[src/rtl/sd_read_arbiter.sv]
// Round-robin owner of the single SD sector-read port: grants one client per sector,
// forwards its command and steers the returned byte stream back to that client only.
module sd_read_arbiter #(
  parameter int NUM_CLIENTS    = 2,
  parameter int SECTOR_BYTES   = 512,
  parameter int TIMEOUT_CYCLES = 1000000
) (
  input  logic                     clk_in,
  input  logic                     reset_in,
  input  logic [NUM_CLIENTS-1:0]   client_req,
  input  logic [32*NUM_CLIENTS-1:0] client_addr,
  output logic [NUM_CLIENTS-1:0]   client_read_accepted,
  output logic [NUM_CLIENTS-1:0]   client_byte_available,
  output logic [7:0]               client_dout,
  input  logic                     sd_ready,
  output logic                     sd_rd,
  output logic [31:0]              sd_addr,
  input  logic                     sd_byte_available,
  input  logic [7:0]               sd_dout,
  output logic                     busy,
  output logic [1:0]               owner,
  output logic                     timeout_err
);

  localparam int TMO_W = $clog2(TIMEOUT_CYCLES);

  typedef enum logic [1:0] {IDLE, ISSUE, TRANSFER, DRAIN} state_t;

  state_t                 state_q, state_d;
  logic [9:0]             byte_cnt;
  logic [TMO_W-1:0]       tmo_cnt;
  logic [1:0]             grant_idx;
  logic                   grant_vld;
  logic [31:0]            grant_addr;
  logic [3:0]             req_ext;
  logic [1:0]             cand_idx;
  logic                   last_byte;
  logic                   tmo_hit;

  function automatic logic [NUM_CLIENTS-1:0] onehot(input logic [1:0] idx);
    logic [NUM_CLIENTS-1:0] v;
    v = '0;
    for (int i = 0; i < NUM_CLIENTS; i++) v[i] = (idx == 2'(i));
    return v;
  endfunction

  assign busy      = (state_q != IDLE);
  assign last_byte = sd_byte_available && (byte_cnt == 10'(SECTOR_BYTES - 1));
  assign tmo_hit   = !sd_byte_available && (tmo_cnt == TMO_W'(TIMEOUT_CYCLES - 1));

  // Search starts just above the previous owner so every requester gets a turn.
  always_comb begin
    req_ext   = 4'(client_req);
    grant_idx = owner;
    grant_vld = 1'b0;
    cand_idx  = '0;
    for (int k = 1; k <= NUM_CLIENTS; k++) begin
      cand_idx = 2'((int'(owner) + k) % NUM_CLIENTS);
      if (!grant_vld && req_ext[cand_idx]) begin
        grant_idx = cand_idx;
        grant_vld = 1'b1;
      end
    end
  end

  always_comb begin
    grant_addr = '0;
    for (int i = 0; i < NUM_CLIENTS; i++)
      if (grant_idx == 2'(i)) grant_addr = client_addr[32*i +: 32];
  end

  always_ff @(posedge clk_in or posedge reset_in) begin
    if (reset_in) state_q <= IDLE;
    else          state_q <= state_d;
  end

  always_comb begin
    state_d = state_q;
    case (state_q)
      IDLE:     if (sd_ready && grant_vld) state_d = ISSUE;
      ISSUE:    state_d = TRANSFER;
      TRANSFER: if (last_byte || tmo_hit) state_d = DRAIN;
      DRAIN:    if (sd_ready) state_d = IDLE;
      default:  state_d = IDLE;
    endcase
  end

  // Command issue and byte forwarding stage; strobes default low each cycle.
  always_ff @(posedge clk_in or posedge reset_in) begin
    if (reset_in) begin
      owner                 <= 2'(NUM_CLIENTS - 1);
      sd_addr               <= '0;
      sd_rd                 <= 1'b0;
      client_read_accepted  <= '0;
      client_byte_available <= '0;
      client_dout           <= '0;
      timeout_err           <= 1'b0;
      byte_cnt              <= '0;
      tmo_cnt               <= '0;
    end else begin
      sd_rd                 <= 1'b0;
      client_read_accepted  <= '0;
      client_byte_available <= '0;
      timeout_err           <= 1'b0;
      case (state_q)
        IDLE: begin
          if (sd_ready && grant_vld) begin
            owner                <= grant_idx;
            sd_addr              <= grant_addr;
            sd_rd                <= 1'b1;
            client_read_accepted <= onehot(grant_idx);
          end
        end
        ISSUE: begin
          byte_cnt <= '0;
          tmo_cnt  <= '0;
        end
        TRANSFER: begin
          if (sd_byte_available) begin
            byte_cnt              <= byte_cnt + 10'd1;
            tmo_cnt               <= '0;
            client_dout           <= sd_dout;
            client_byte_available <= onehot(owner);
          end else if (tmo_hit) begin
            timeout_err <= 1'b1;
          end else begin
            tmo_cnt <= tmo_cnt + 1'b1;
          end
        end
        default: ;
      endcase
    end
  end

endmodule

[config.mk]
export PLATFORM = sky130hd
export DESIGN_NAME = sd_read_arbiter
export DESIGN_NICKNAME = d
export VERILOG_FILES = /design/src/rtl/sd_read_arbiter.sv
export SDC_FILE = /design/constraint.sdc
export NUM_CORES = 1
export LEC_CHECK = 0
export CAP_MARGIN = 25
export CORE_MARGIN = 2
export CORE_UTILIZATION = 46
export CTS_CLUSTER_SIZE = 16
export DETAILED_ROUTE_END_ITERATION = 12
export MAX_ROUTING_LAYER = met4
export PLACE_DENSITY = 0.86
export SETUP_SLACK_MARGIN = 0.2
export SYNTH_ARGS = -nofsm -noshare
export SYNTH_HDL_FRONTEND = slang
export SYNTH_SLANG_ARGS = --single-unit
[constraint.sdc]
create_clock -name clk_in -period 2.9 [get_ports clk_in]
set_input_delay 0.435 -clock clk_in [delete_from_list [all_inputs] [get_ports clk_in]]
set_output_delay 0.435 -clock clk_in [all_outputs]
set_load 0.02 [all_outputs]
==> summary by stage, run 1 <==
Setup path
The slowest stage of the critical path is the sky130_fd_sc_hd__clkdlybuf4s50_1 cell. Setup slack on the worst reg-to-reg path comes out at 0.71 ns. The number of buffer and inverter instances along the worst setup path is 3. In this run the critical register-to-register path is captured at tmo_cnt[17]$_DFFE_PP0P_. In this design, the critical path's most frequently occurring cell is sky130_fd_sc_hd__inv_1. The delay of the slowest cell on the worst path is 0.65 ns.

The startpoint of the worst register-to-register path is tmo_cnt[1]$_DFFE_PP0P_. The top fanout value on the critical path is 6. The arrival time at the worst endpoint is 1.83 ns. The worst setup path is launched from a flop. The critical path goes through inv_1, ha_1, inv_1, clkdlybuf4s50_1.

The start-to-end type of the worst setup path is reg -> out. The critical path capture point type is a primary output. The kind of cell with the highest combined delay on the critical path is buffers and inverters. The worst register-to-register path has a depth of 7. The required time of the critical path is about 2.5 ns.

Synth
For this run, the number of Yosys warnings is 0. The async set-reset flop share out of synthesis is 1.000. After synthesis, the cell types taking the most area are sky130_fd_sc_hd__dfrtp_1, sky130_fd_sc_hd__a222oi_1, sky130_fd_sc_hd__inv_1, sky130_fd_sc_hd__nand2_1, sky130_fd_sc_hd__mux2_2.

Of the total synthesized cell area, the portion taken by AND, OR, NAND and NOR gates is 0.1356. The share of synthesized area in the top cell type comes to 0.5290. The synthesized design contains 0 enable-type register cells. The most frequently used cell type in the post-synthesis netlist is sky130_fd_sc_hd__dfrtp_1. After synthesis, the netlist uses 46 different library cells. The compound-gate portion of the synthesized area is 0.1888. The adder-cell share of the synthesized area is 0.02009. The post-synth net total is about 440. The combinational family with the most area after synthesis is compound AO/OA/AOI/OAI gates. The XOR/XNOR share of the synthesized area is 0.007030. Of all cell types, the one taking the most synthesized area is sky130_fd_sc_hd__dfrtp_1. The share of cell area taken by muxes after synthesis is 0.04084.

The register bit count reported by yosys is 80. The mapped netlist covers 0.003737 mm². The cell count after synthesis is 352.

Counting instances in the post-synthesis netlist gives the leading cell types as sky130_fd_sc_hd__dfrtp_1, sky130_fd_sc_hd__inv_1, sky130_fd_sc_hd__nand2_1. The fraction of the yosys area taken by sequential cells is 0.5360. For this run, the leading register cell type out of synthesis is sky130_fd_sc_hd__dfrtp_1.

The synthesized area divided by synthesized cell count is ~11 µm².

Drt
The average routed wire per standard cell is 18.65 µm. The number of iterations in the first detailed-routing pass is 10. The routed layout has between 3000 and 4000 vias. In this run, the number of DRC markers left after iteration 0 of detailed routing was ~320. After detailed routing, the number of remaining DRC violations is 0. After detailed routing, the total wire length is 10930 µm. The count of nets left with antenna violations once routing finished came out at 0. The routed via count divided by cell count is 5.896.

STA
The headroom to the max-slew limit is 0.5966. Setup repair after global routing left no endpoint under its margin. The count of pins over their slew limit was 0.

The number of failing hold endpoints at the final stage is 0. The summed negative setup slack over all endpoints is 0 ns. The clock skew is about 0.0097 ns. In the finished design, the share of the clock period the worst path needs comes to 0.7809. At the pin with the least slew margin, the transition time is 0.6024 ns.

The tightest hold path in the finished design has a slack of ~0.49 ns. Setup violations remaining at the end of the flow were counted as 0. For this run, the top clock speed supported by timing is 0.4416 GHz.

The routed design could run at a clock period as short as 2.265 ns.

Clock network
The number of sinks handled by clock tree synthesis is 80. In this run, post-CTS repair resized a total of 0 instances. The number of buffers added by the clock tree synthesis step is 9.

TritonCTS built the clock tree. After clock tree synthesis, the setup repair step added 0 buffers. The clock tree root driver cell is sky130_fd_sc_hd__clkbuf_8. For this design, the CTS-stage hold fixing added 0 buffers. The clock passes through at most 2 buffers. The H-tree was split into 3 levels. The insertion delay of the later-clocked pin in the worst-skew pair is 0.35 ns. Clock-pin slew was measured on the worst setup and hold paths at about 0.09 ns.

Run status
The run finished with clean final reports.

Place
The count of buffers added on input and output ports is 126. At the end of routability-driven placement, the weighted congestion stood at 0.8661. In this run, placement finished with an instance count of 569.

Summed over all nets, the half-perimeter wirelength after detailed placement is 7588 µm.

Die
The number of top-level pins is 127. The cell row count is 32. In this run the vertical extent of the chip is approximately 94 µm. The die covers ~0.0089 mm². The starting utilization of the core area is 0.4787.

The die extent in x is 94.14 µm. The placeable core region is 0.007807 mm².

Pwr
The largest vdd supply drop is between 0.5 and 0.6 mV. The analysis attributes to cell leakage a power of 0.002434 µW. In this run the power density over the cells is 883.3 mW/mm².

Min path
The type of the most critical hold path is reg -> reg. The destination of the worst hold path is tmo_cnt[19]$_DFFE_PP0P_. The worst hold path stage count is 1. The startpoint of the tightest hold check path is tmo_cnt[19]$_DFFE_PP0P_.

Global route
Across every metal layer, demand over resource in global routing totals 0.2541. The global-route congestion overflow total is 0. The global-route wire length before repair is 16890 µm. The number of global-route vias before repair was approximately 3300.

The initial antenna violation count is 0. The pin count of the biggest net entering global routing is 81.

Cells and area
Once layout is complete, the cells apart from fillers number 586. The layout overhead on the synthesized area is 42.82%. The fraction of layout cells with a size suffix above 1 is 0.09711. The count of inserted antenna diode cells is 0. The number of nets in the finished design is 563. Fill cells in the final layout number roughly 570.

Job
The max-capacitance violation count is 0.
## per-stage QoR
| step | util | setup slack, ns | power, µW | cell area, µm² |
|---|---|---|---|---|
| after floorplan | - | 0.4149 | 2805 | 3737 |
| after global placement | 0.6527 | 0.3120 | 3687 | 5096 |
| after detailed placement | 0.6527 | 0.2592 | 3769 | 5096 |
| after CTS | 0.6817 | 0.3995 | 4732 | 5323 |
| after global routing | 0.6837 | 0.5476 | 4980 | 5338 |
| final | 0.6837 | 0.6353 | 4715 | 5338 |
## state kept, by name, indices dropped and copies added (netlist names)
| register | cells |
|---|---|
| sd_rd | 1 |
| client_byte_available | 2 |
| byte_cnt | 10 |
| state_q | 2 |
| sd_addr | 32 |
| owner | 2 |
| client_read_accepted | 2 |
| timeout_err | 1 |
| tmo_cnt | 20 |
| client_dout | 8 |
## how the worst max path moves through the flow
stage                              end  cells after the start                   start  slack [ns]
2_1_floorplan  byte_cnt[0]$_DFFE_PP0P_                      1                reset_in        0.41
3_3_place_gp   tmo_cnt[14]$_DFFE_PP0P_                      6       sd_byte_available        0.31
3_5_place_dp   tmo_cnt[12]$_DFFE_PP0P_                      6       sd_byte_available        0.26
4_1_cts        tmo_cnt[12]$_DFFE_PP0P_                      6  tmo_cnt[0]$_DFFE_PP0P_        0.40
5_1_grt                           busy                      4  state_q[0]$_DFFE_PP0P_        0.55
6_report                          busy                      4  state_q[0]$_DFFE_PP0P_        0.64
## per-layer routing
| layer | vias up | wire [µm] | track usage |
|---|---|---|---|
| li1 | 1569 | - | - |
| met2 | 138 | 5675 | 0.4071 |
| met3 | 20 | 540 | 0.04815 |
| met1 | 1728 | 4491 | 0.3230 |
| met5 | - | 0 | - |
| met4 | 0 | 219 | 0.09420 |
## where the power goes
part           internal [µW]  total (µW)  switching, µW
Sequential              1440        1650            207
Clock                    497         941            444
Combinational           1010        2120           1120
Total                   2950        4710           1770
## worst reg2reg max path, delay by kind of cell, from the launching register on
kind,cells,cell delay (ns)
AND/OR/NAND/NOR,3,0.76
AO/OA/AOI/OAI,2,0.46
flip-flops,1,0.43
adder cells (fa/ha/maj),1,0.22
buffers and inverters,1,0.21
## logic make-up (layout without fill, tap and decap cells)
group,after synthesis,in the layout
AOI/OAI and AO/OA,91,91
xor gates and xnor gates,3,3
adders and majority gates,6,6
buffers and inverters,62,194
DFF,80,80
muxes,14,14
and+or+nand+nor,96,96
## placed cells by master (no fill, tap or decap), types with 2 or more instances in the layout
master and count:
sky130_fd_sc_hd__and2_1 2, sky130_fd_sc_hd__buf_4 6, sky130_fd_sc_hd__o211ai_1 4, sky130_fd_sc_hd__mux2_2 10, sky130_fd_sc_hd__a41oi_1 4, sky130_fd_sc_hd__o21ai_0 15, sky130_fd_sc_hd__nor3_1 6, sky130_fd_sc_hd__clkbuf_8 9
sky130_fd_sc_hd__xnor2_1 2, sky130_fd_sc_hd__ha_1 6, sky130_fd_sc_hd__o31ai_1 2, sky130_fd_sc_hd__mux2i_1 4, sky130_fd_sc_hd__nand2b_1 5, sky130_fd_sc_hd__dfrtp_1 79, sky130_fd_sc_hd__inv_1 43, sky130_fd_sc_hd__and3_1 8
sky130_fd_sc_hd__or3_1 2, sky130_fd_sc_hd__bufinv_16 2, sky130_fd_sc_hd__clkdlybuf4s50_1 126, sky130_fd_sc_hd__a21oi_1 6, sky130_fd_sc_hd__a222oi_1 32, sky130_fd_sc_hd__nor2_1 11, sky130_fd_sc_hd__inv_6 2, sky130_fd_sc_hd__a21oi_2 3
sky130_fd_sc_hd__a31oi_1 15, sky130_fd_sc_hd__nand2_1 35, sky130_fd_sc_hd__a22o_1 3, sky130_fd_sc_hd__nor2b_1 2, sky130_fd_sc_hd__nand3_1 10, sky130_fd_sc_hd__nand4_1 4, sky130_fd_sc_hd__nor4_1 4
## final cells by class
| type | count | area (µm²) | area share |
|---|---|---|---|
| flip-flops and latches | 80 | 2003 | 0.3753 |
| multi-input cells | 210 | 1474 | 0.2761 |
| repair buffers | 134 | 1341 | 0.2513 |
| inverters | 44 | 165.2 | 0.03094 |
| well taps | 102 | 127.6 | 0.02391 |
| clock buffers | 9 | 123.9 | 0.02321 |
| clock inverters | 7 | 102.6 | 0.01922 |
Note: power is estimated with default switching activity, not from simulation.
==> run 2: changes to the inputs <==
--- a/config.mk
+++ b/config.mk
@@ -7,11 +7,11 @@
 export LEC_CHECK = 0
 export CAP_MARGIN = 25
 export CORE_MARGIN = 2
-export CORE_UTILIZATION = 46
+export CORE_UTILIZATION = 41
 export CTS_CLUSTER_SIZE = 16
 export DETAILED_ROUTE_END_ITERATION = 12
 export MAX_ROUTING_LAYER = met4
-export PLACE_DENSITY = 0.86
+export PLACE_DENSITY = 0.81
 export SETUP_SLACK_MARGIN = 0.2
 export SYNTH_ARGS = -nofsm -noshare
 export SYNTH_HDL_FRONTEND = slang
==> constraint.sdc (replaced) <==
create_clock -name clk_in -period 1.9 [get_ports clk_in]
set_input_delay 0.285 -clock clk_in [delete_from_list [all_inputs] [get_ports clk_in]]
set_output_delay 0.285 -clock clk_in [all_outputs]
set_load 0.02 [all_outputs]
==> summary by stage, run 2 (same netlist as run 1, synthesis figures left out) <==
Run status
Run status: completed (unchanged).

Clock network
The CTS clock-pin slew for the worst setup and hold paths is 0.09 ns (about the same). The clock tree buffer depth is 2 (unchanged). The insertion delay of the later-clocked pin in the worst-skew pair is 0.37 ns (was 0.35 ns). The number of buffers added by the clock tree synthesis step was 9 (unchanged). The TritonCTS clock tree is yes (unchanged). The number of sinks handled by clock tree synthesis came to 80 (unchanged). The number of hold-repair buffers added at the cts stage is 0 (unchanged). The clock tree root driver cell was sky130_fd_sc_hd__clkbuf_8 (unchanged). The H-tree level count is 3 (unchanged).

Drt
The total vias in the final route is 3603 (was 3455). The starting DRC count in detailed routing is 381 (was 316). The final antenna-violating net count is 0 (unchanged). The DRC violations left came to 0 (unchanged). The routed via count divided by cell count is 5.774 (was 5.896). The number of iterations in the first detailed-routing pass was 8 (was 10). The average routed wire per standard cell came to 18.69 µm (was 18.65 µm). The final wirelength is 11660 µm (was 10930 µm).

Setup path
The start-to-end type of the worst setup path is reg -> reg (was reg -> out). The required time of the critical path is 2.15 ns (was 2.47 ns). The arrival time at the worst endpoint is 1.98 ns (was 1.83 ns).

The critical path capture point type is a flop (was primary output). The critical path launch point type is a flop (unchanged). The top fanout value on the critical path is 6 (unchanged).

Cells and area
The count of inserted antenna diode cells is 0 (unchanged). The commonest non-fill, non-tap cell in the layout is sky130_fd_sc_hd__clkdlybuf4s50_1 (unchanged). Leading cell types in the layout, fill and taps excluded: sky130_fd_sc_hd__clkdlybuf4s50_1, sky130_fd_sc_hd__dfrtp_1, sky130_fd_sc_hd__inv_1 (unchanged). The core utilization of the finished layout is 0.6705 (was 0.6837). The final instance count without filler cells is 624 (was 586).

Largest regs: sd_addr x32, tmo_cnt x20, byte_cnt x10 (unchanged). The total area of multi-input combinational cells is 0.001694 mm² (was 0.001474 mm²). The register area is 0.002007 mm² (was 0.002003 mm²). The flip-flop count of the largest register after layout is 32 (unchanged). The filler cell count is 647 (was 573). The fraction of layout cells with a size suffix above 1 came to 0.2151 (was 0.09711).

The number of nets in the finished design is 595 (was 563). The layout overhead on the synthesized area is 57.21% (was 42.82%). The register with the most flip-flops is sd_addr (unchanged).

STA
The count of pins over their slew limit is 0 (unchanged). Of the available clock period, the critical path in the final layout requires 0.9139. Setup repair after global routing missed its margin: true (was false). The number of setup violations in the final report is 0 (unchanged). The transition time of the tightest slew-check pin is 0.4237 ns (was 0.6024 ns). The tightest hold margin is 0.4056 ns (was 0.4875 ns).

The highest attainable clock frequency is 0.5759 GHz. The number of failing hold endpoints at the final stage is 0 (unchanged). Subtracting the final worst setup slack from the clock period gives 1.736 ns. The clock skew is 0.01211 ns (was 0.009698 ns). The setup slack after layout is 0.1637 ns (was 0.6353 ns).

The headroom to the max-slew limit is 0.7165 (was 0.5966).

Global route
The number of global-route vias before repair came to 3453 (was 3321). The global-route congestion overflow total is 0 (unchanged). The initial antenna violation count is 0 (unchanged).

The global-route usage over all layers is 0.2195 (was 0.2541). The global-route wire length before repair was 16770 µm (was 16890 µm). The pin count of the biggest net entering global routing is 81 (unchanged).

Pwr
The proportion of power drawn by flip-flops and latches was 0.337 (was 0.350). The power per unit of standard cell area is 1282 mW/mm² (was 883.3 mW/mm²). The clock power share is 0.162 (was 0.200). The internal power is 4629 µW (was 2949 µW). The total power consumption of the routed design is 7532 µW (was 4715 µW). The largest vdd supply drop is 0.7102 mV (was 0.5370 mV). The net switching power of the design is 2903 µW (was 1766 µW).

The switching share of power is 0.3854 (was 0.3746). The relative contribution of combinational cells to total power is 0.502 (was 0.450). The leakage power total is 0.002654 µW (was 0.002434 µW).

Place
The instance count after placement with tap cells included is 593 (was 569). The number of I/O port buffers was 126 (unchanged). The half-perimeter wire length after detailed placement is 7440 µm (was 7588 µm). The routability-driven placement congestion ratio is 0.9009 (was 0.8661). The post-place setup slack is -0.1261 ns (was 0.2592 ns).

Die
The die extent in x is 99.48 µm (was 94.14 µm). The cell row count is 34 (was 32). The overall die area is 0.009895 mm² (was 0.008861 mm²). The starting utilization of the core area is 0.4265 (was 0.4787).

The die extent in y is 99.48 µm (was 94.14 µm). The placeable core region is 0.008763 mm² (was 0.007807 mm²). The number of top-level pins is 127 (unchanged).

Min path
The type of the most critical hold path is in -> async (was reg -> reg).

Job
The max-capacitance violation count is 0 (unchanged).
[run 2: what timing repair did]
| item | CTS | global route |
|---|---|---|
| resized for setup | 13 | 51 |
| endpoints found under the setup margin | 27 | 58 |
| pin swaps | 3 | 26 |
| buffers inserted | 4 | 6 |
| gates cloned | 0 | 5 |
[run 2: layout make-up]
cell class | instances | area share
clock buffer | 10 | 0.02342
inverter | 44 | 0.02875
timing repair buffer | 166 | 0.2862
tap | 108 | 0.02300
multi-input combinational | 210 | 0.2883
clock inverter | 6 | 0.008731
sequential | 80 | 0.3416
[run 2: worst max-delay path, stage by stage (launching register included)]
cell and delay (ns):
sky130_fd_sc_hd__dfrtp_1 0.41, sky130_fd_sc_hd__nor4bb_4 0.33, sky130_fd_sc_hd__and4_4 0.30, sky130_fd_sc_hd__buf_4 0.12, sky130_fd_sc_hd__a21o_4 0.14, sky130_fd_sc_hd__o21ai_0 0.11
sky130_fd_sc_hd__a22o_1 0.20
[run 2: final timing paths]
path / from / to / slack [ns] / cells past startpoint
setup / recovery: tmo_cnt[18]$_DFFE_PP0P_ / tmo_cnt[3]$_DFFE_PP0P_ / 0.16 / 6
hold / removal: reset_in / byte_cnt[2]$_DFFE_PP0P_ / 0.41 / 3
setup reg to reg: tmo_cnt[18]$_DFFE_PP0P_ / tmo_cnt[3]$_DFFE_PP0P_ / 0.16 / 6
hold reg to reg: owner[1]$_DFFE_PP0P_ / client_byte_available[0]$_DFF_PP0_ / 0.49 / 1
max in group asynchronous: reset_in / tmo_cnt[7]$_DFFE_PP0P_ / 1.16 / 3
min in group clk_in: owner[1]$_DFFE_PP0P_ / client_byte_available[0]$_DFF_PP0_ / 0.49 / 1
[run 2: stage by stage]
| stage | TNS (ns) | instance area, µm² |
|---|---|---|
| floorplan | 0 | 3749 |
| finish | 0 | 5876 |
| global placement | -1.431 | 5275 |
| global route | 0 | 5876 |
| detailed placement | -1.674 | 5275 |
| CTS | 0 | 5544 |
[run 2: routing by layer]
metal	global-route usage	share of wire	wire length (µm)
met1	0.2769	0.41	4750
met5	-	0	0
met3	0.03654	0.062	725
met2	0.3628	0.51	5968
met4	0.07060	0.019	216
[run 2: power by group through the flow]
stage	registers, µW	logic (µW)	clock network, µW
4_1_cts	2500	3390	1230
3_3_place_gp	2510	3240	0
5_1_grt	2590	4030	1300
2_1_floorplan	3020	1260	0
6_report	2540	3780	1220
3_5_place_dp	2540	3320	0
